==> src/rtl/apb_regfile_pkg.sv <==
// Shared types and helpers for the APB register-file completer.
// Build option APB_REGFILE_PROT_CHECK_EN is consumed by apb_regfile_slave.
package apb_regfile_pkg;

   typedef enum logic {
      IDLE   = 1'b0,
      ACCESS = 1'b1
   } state_e;

   localparam int unsigned CNT_W = 4;

   localparam int unsigned PPROT_PRIV_BIT  = 0;
   localparam int unsigned PPROT_NSEC_BIT  = 1;
   localparam int unsigned PPROT_INSTR_BIT = 2;

   function automatic int unsigned strb_w(input int unsigned data_w);
      return data_w / 8;
   endfunction

   function automatic int unsigned byte_off_w(input int unsigned data_w);
      return (data_w == 32) ? 2 : ((data_w == 16) ? 1 : 0);
   endfunction

endpackage

==> src/rtl/apb_regfile_byte_reg.sv <==
// One DATA_W register with an independent load enable per byte lane.
// Each lane has its own reset value slice taken from RESET_VAL.
module apb_regfile_byte_reg
   import apb_regfile_pkg::*;
#(
   parameter int unsigned        DATA_W    = 32,
   parameter logic [DATA_W-1:0]  RESET_VAL = '0,
   localparam int unsigned       STRB_W    = DATA_W / 8
) (
   input  logic              clk_i,
   input  logic              rst_ni,
   input  logic [STRB_W-1:0] lane_en_i,
   input  logic [DATA_W-1:0] data_i,
   output logic [DATA_W-1:0] q_o
);

   for (genvar gi = 0; gi < STRB_W; gi++) begin : g_lane
      logic [7:0] lane_q;

      always_ff @(posedge clk_i or negedge rst_ni) begin
         if (!rst_ni) begin
            lane_q <= RESET_VAL[gi*8 +: 8];
         end else if (lane_en_i[gi]) begin
            lane_q <= data_i[gi*8 +: 8];
         end
      end

      assign q_o[gi*8 +: 8] = lane_q;
   end

endmodule

==> src/rtl/apb_regfile_slave.sv <==
// APB4 completer with NUM_REGS byte-strobed registers and programmable wait states.
// Define APB_REGFILE_PROT_CHECK_EN to reject unprivileged accesses to register 0.
module apb_regfile_slave
   import apb_regfile_pkg::*;
#(
   parameter int unsigned        ADDR_W      = 32,
   parameter int unsigned        DATA_W      = 32,
   parameter int unsigned        NUM_REGS    = 8,
   parameter int unsigned        WAIT_CYCLES = 0,
   parameter logic [DATA_W-1:0]  RESET_VAL   = '0,
   localparam int unsigned       STRB_W      = DATA_W / 8
) (
   input  logic                         PCLK,
   input  logic                         PRESETn,
   input  logic                         PSEL,
   input  logic                         PENABLE,
   input  logic [ADDR_W-1:0]            PADDR,
   input  logic                         PWRITE,
   input  logic [DATA_W-1:0]            PWDATA,
   input  logic [STRB_W-1:0]            PSTRB,
   input  logic [2:0]                   PPROT,
   output logic [DATA_W-1:0]            PRDATA,
   output logic                         PREADY,
   output logic                         PSLVERR,
   output logic [NUM_REGS*DATA_W-1:0]   regs_o,
   output logic [NUM_REGS-1:0]          wr_pulse_o
);

   localparam int unsigned OFF_W = byte_off_w(DATA_W);

   state_e               state_q;
   logic [CNT_W-1:0]     cnt_q;
   logic [NUM_REGS-1:0]  pulse_q;
   logic [NUM_REGS-1:0]  pulse_d;
   logic [NUM_REGS-1:0]  reg_sel;
   logic [ADDR_W-1:0]    idx;
   logic                 misaligned;
   logic                 range_err;
   logic                 prot_err;
   logic                 err;
   logic                 complete;
   logic                 do_write;
   logic [DATA_W-1:0]    rd_mux;
   logic                 prot_unused;

   assign idx        = PADDR >> OFF_W;
   assign misaligned = (PADDR & ADDR_W'(STRB_W - 1)) != '0;
   assign range_err  = idx >= ADDR_W'(NUM_REGS);

`ifdef APB_REGFILE_PROT_CHECK_EN
   assign prot_err = !PPROT[PPROT_PRIV_BIT] && (idx == '0);
`else
   assign prot_err = 1'b0;
`endif
   assign prot_unused = ^PPROT;

   assign err      = misaligned | range_err | prot_err;
   assign PREADY   = (state_q == ACCESS) && (cnt_q == '0);
   assign complete = PREADY && PSEL;
   assign do_write = complete && PWRITE && !err;

   always_ff @(posedge PCLK or negedge PRESETn) begin
      if (!PRESETn) begin
         state_q <= IDLE;
         cnt_q   <= '0;
      end else begin
         case (state_q)
            IDLE: begin
               if (PSEL && !PENABLE) begin
                  state_q <= ACCESS;
                  cnt_q   <= CNT_W'(WAIT_CYCLES);
               end
            end
            ACCESS: begin
               // Losing PSEL mid-transfer abandons it without side effects.
               if (!PSEL) begin
                  state_q <= IDLE;
                  cnt_q   <= '0;
               end else if (cnt_q != '0) begin
                  cnt_q <= cnt_q - 1'b1;
               end else begin
                  state_q <= IDLE;
               end
            end
            default: begin
               state_q <= IDLE;
               cnt_q   <= '0;
            end
         endcase
      end
   end

   assign pulse_d = do_write ? reg_sel : '0;

   always_ff @(posedge PCLK or negedge PRESETn) begin
      if (!PRESETn) begin
         pulse_q <= '0;
      end else begin
         pulse_q <= pulse_d;
      end
   end

   assign wr_pulse_o = pulse_q;

   for (genvar gi = 0; gi < NUM_REGS; gi++) begin : g_reg
      assign reg_sel[gi] = (idx == ADDR_W'(gi));

      apb_regfile_byte_reg #(
         .DATA_W    (DATA_W),
         .RESET_VAL (RESET_VAL)
      ) u_reg (
         .clk_i     (PCLK),
         .rst_ni    (PRESETn),
         .lane_en_i ({STRB_W{do_write && reg_sel[gi]}} & PSTRB),
         .data_i    (PWDATA),
         .q_o       (regs_o[gi*DATA_W +: DATA_W])
      );
   end

   always_comb begin
      rd_mux = '0;
      for (int i = 0; i < int'(NUM_REGS); i++) begin
         if (reg_sel[i]) begin
            rd_mux = regs_o[i*DATA_W +: DATA_W];
         end
      end
   end

   assign PRDATA  = (PREADY && !PWRITE && !err) ? rd_mux : '0;
   assign PSLVERR = PREADY && err;

endmodule

==> config.mk <==
export PLATFORM = sky130hd
export DESIGN_NAME = apb_regfile_slave
export DESIGN_NICKNAME = d
export VERILOG_FILES = /design/src/rtl/apb_regfile_pkg.sv /design/src/rtl/apb_regfile_byte_reg.sv /design/src/rtl/apb_regfile_slave.sv
export SDC_FILE = /design/constraint.sdc
export NUM_CORES = 1
export LEC_CHECK = 0
export ABC_AREA = 1
export CAP_MARGIN = 20
export CORE_ASPECT_RATIO = 1.1
export CORE_MARGIN = 1
export CORE_UTILIZATION = 50
export DETAILED_ROUTE_END_ITERATION = 8
export PLACE_DENSITY = 0.84
export SYNTH_ARGS = -nofsm -noshare
export SYNTH_HDL_FRONTEND = slang
export SYNTH_SLANG_ARGS = --single-unit
==> constraint.sdc <==
create_clock -name PCLK -period 4.83 [get_ports PCLK]
set_clock_uncertainty 0.1 [all_clocks]
set_input_delay 0.966 -clock PCLK [delete_from_list [all_inputs] [get_ports PCLK]]
set_output_delay 0.966 -clock PCLK [all_outputs]
set_load 0.01 [all_outputs]
==> results_dict.tcl <==
set metrics [dict create \
    antenna_left 0 \
    max_freq_mhz 208 \
    syn_to_final_growth_pct 43.3 \
    layout_commonest_cell "nand2_1" \
    endpoint_kind "primary output" \
    ioPinCount 374 \
    instances_no_fill 2285 \
    overflow 0 \
    numPortBuffers 370 \
    cpLargestDelayFamily "buffers and inverters" \
    synth_top_family_by_area "simple AND/OR/NAND/NOR gates" \
    crit_type "in -> out" \
    cts.path.max_buffers 3 \
    clkTransAtPathRegs_ps 60 \
    cap_violations 0 \
    yosysUniqueCellTypes 28 \
    viasPerCell 5.71 \
    yosys.area_share.xor_xnor_pct 0 \
    use_met2_pct 52.3 \
    route.detailed.drc 0 \
    yosys.area_share.simple_pct 24.7 \
    cp_num_buf_inv 7 \
    diodes 0 \
    slew_viol_final 0 \
    core_area_um2 24500 \
    synth_area_per_cell_um2 7.96 \
    dpl_cell_area_um2 16900 \
    worst_pin_slew_ps 1010 \
    drt-initial-drc-count 1298 \
    nets 2032 \
    initial_core_util_pct 51.1 \
    synth_area_leaders "dfrtp_1, nand2_1, o21ai_0, o21ai_1, nand3_1" \
    synth_mux_area_share_pct 0 \
    rsz0062_at_grt "true" \
    cp_common_cell "nand2_1" \
    syn_inst 1576 \
    max_slew_margin_pct 32.4 \
    die_x_um 153 \
    setup_violations 0 \
    period_share_pct 99.3 \
    cp_data_arrival_time_ps 3730 \
    grt_util_met1_pct 47.5 \
    critical_path.cell_chain "clkdlybuf4s50_1 > nor2_1 > nand2_2 > nor2_4 > nand2_1 > nor2_2 > buf_4 > nand2_1 > clkinv_1 > buf_12 > nand2_1 > nand3_1 > o21ai_0 > buf_4 > a21o_1 > nand3_1 > nand2_1 > inv_1 > clkdlybuf4s50_1" \
    run_status "completed" \
    drive_gt1_share_pct 9.22 \
    peakVddDrop_mv 0.251 \
    grt_pass1_wl_um 68400 \
    synth_area_um2 12600 \
    final_cell_mix "nand2_1, clkdlybuf4s50_1, dfrtp_1" \
    critPathSlowestCell "clkdlybuf4s50_1" \
    dieHeight_um 168 \
    hp-class "reg -> reg" \
    leakagePower_nw 8.75 \
    synth-compound-area-share_pct 16.7 \
    cts_root_buffer "clkbuf_16" \
    first_pass_iters 6 \
    synth.net_count 1654 \
    first_global_vias 12100 \
    num_rows 60 \
    ys_seq_elements 269 \
    vias 13100 \
    r2r_slack_ps 2030 \
    grt-busiest-layer "met2" \
    fin_crit_ps 4800 \
    cts_max_level 1 \
    fin_area_um2 18000 \
    cts_hold_buffers 0 \
    required_ps 3760 \
    grt_max_degree 132 \
    wirelength_um 45200 \
    dp.cells 2231 \
    gp_congestion 0.943 \
    yosysSeqAreaShare_pct 53.6 \
    use_met3_pct 6.38 \
    synth_top_area_cell "dfrtp_1" \
    start_kind "input port" \
    critical_path.max_stage_delay_ps 520 \
    crit_fanout 12 \
    synth_top_area_share_pct 53.6 \
    cts_tree "yes" \
    cts_sinks 269 \
    hold_violations 0 \
    place_hpwl_um 33000 \
    antenna_found_initial 0 \
    dieArea_um2 25700 \
    yosys_warnings 0 \
    wl_per_cell_um 19.8 \
    synth_adder_area_share_pct 0.199 \
    grt.total_usage_pct 34.3 \
    p_per_area_nw_per_um2 265 \
    numCtsBuffers 28 \
    insertion_delay_ps 550 \
]
[state kept, by name, summed over array words and instances, names as in the netlist]
name and cells:
state_q 1, wr_pulse_o 8, cnt_q 4, g.u_reg.g_lane.lane_q 256
[cell type report]
| cell class | instances | area, µm² |
|---|---|---|
| Sequential cell | 269 | 6730 |
| Fill cell | 1809 | 6560 |
| Multi-Input combinational cell | 1155 | 5270 |
| Timing Repair Buffer | 430 | 4380 |
| Clock buffer | 38 | 810 |
| Tap cell | 310 | 388 |
| Inverter | 70 | 269 |
| Clock inverter | 13 | 140 |
[cell usage after synthesis]
cell,number
nand3_1,70
inv_1,63
clkinv_1,3
o31ai_1,1
nor4_2,1
nand3b_1,4
ha_1,2
nand2_2,9
nor2_2,2
nand4_2,2
dfrtp_1,269
o22ai_1,3
nor2_1,88
o21ai_0,238
inv_2,4
a21oi_1,63
nand2_1,507
nand4_1,4
buf_1,2
nor3_2,3
buf_2,18
or2_2,39
nor3_1,4
o21ai_1,107
nor4_4,2
clkbuf_1,62
a21o_1,4
nor2_4,2
[metal layers]
metal / part of all wire (%) / wire, µm / vias up
li1: - / - / 5920
met1: 41 / 18500 / 6201
met2: 44 / 19800 / 781
met3: 9.6 / 4350 / 149
met4: 5.5 / 2500 / 0
met5: 0 / 0 / -
[logic make-up after synthesis]
family	after synthesis
AO/OA/AOI/OAI	416
adder cells (fa/ha/maj)	2
buffers and inverters	152
flip-flops	269
AND/OR/NAND/NOR	737
[power breakdown]
part	switching, mW	total [mW]	internal (mW)	leakage (nW)
Sequential	0.00459	2.27	2.27	3.75
Combinational	0.168	0.261	0.0936	4.51
Clock	0.907	2.23	1.33	0.480
[repair_timing]
| item | 4_1_cts | 5_1_grt |
|---|---|---|
| cloned | 0 | 1 |
| setup endpoints to repair | 22 | 26 |
| setup buffers | 0 | 2 |
| gates resized for setup | 11 | 33 |
[through the flow]
| stage | hold slack [ps] | setup TNS, ps | utilization [%] | power [mW] | worst slack, ps |
|---|---|---|---|---|---|
| floorplan | 368 | 0 | - | 2.41 | 989 |
| global placement | 382 | -177 | 68.9 | 2.56 | -52.6 |
| detailed placement | 390 | -226 | 68.9 | 2.57 | -49.6 |
| CTS | 405 | 0 | 72.8 | 4.78 | 8.53 |
| global route | 432 | -122 | 73.3 | 4.90 | -122 |
| finish | 404 | 0 | 73.3 | 4.77 | 32.3 |
[worst register-to-register path, delay by kind of cell, from the launching register on]
| kind | cells | cell delay (ps) |
|---|---|---|
| and+or+nand+nor | 5 | 1590 |
| DFF | 1 | 360 |
| buffers and inverters | 2 | 350 |
| adders and majority gates | 1 | 190 |
| AOI/OAI and AO/OA | 1 | 80 |
[path summary, 6_finish.rpt]
path	startpoint	cells after the start	endpoint
worst max-delay path	PADDR[11]	19	PRDATA[21]
worst min register to register	g_reg[4].u_reg.g_lane[2].lane_q[0]	2	g_reg[4].u_reg.g_lane[2].lane_q[0]
max in group asynchronous	PRESETn	2	g_reg[2].u_reg.g_lane[3].lane_q[3]
worst max register to register	cnt_q[0]	9	g_reg[2].u_reg.g_lane[3].lane_q[1]
worst min-delay path	g_reg[4].u_reg.g_lane[2].lane_q[0]	2	g_reg[4].u_reg.g_lane[2].lane_q[0]
min in group asynchronous	PRESETn	1	g_reg[0].u_reg.g_lane[0].lane_q[6]
Note: power is estimated with default switching activity, not from simulation.
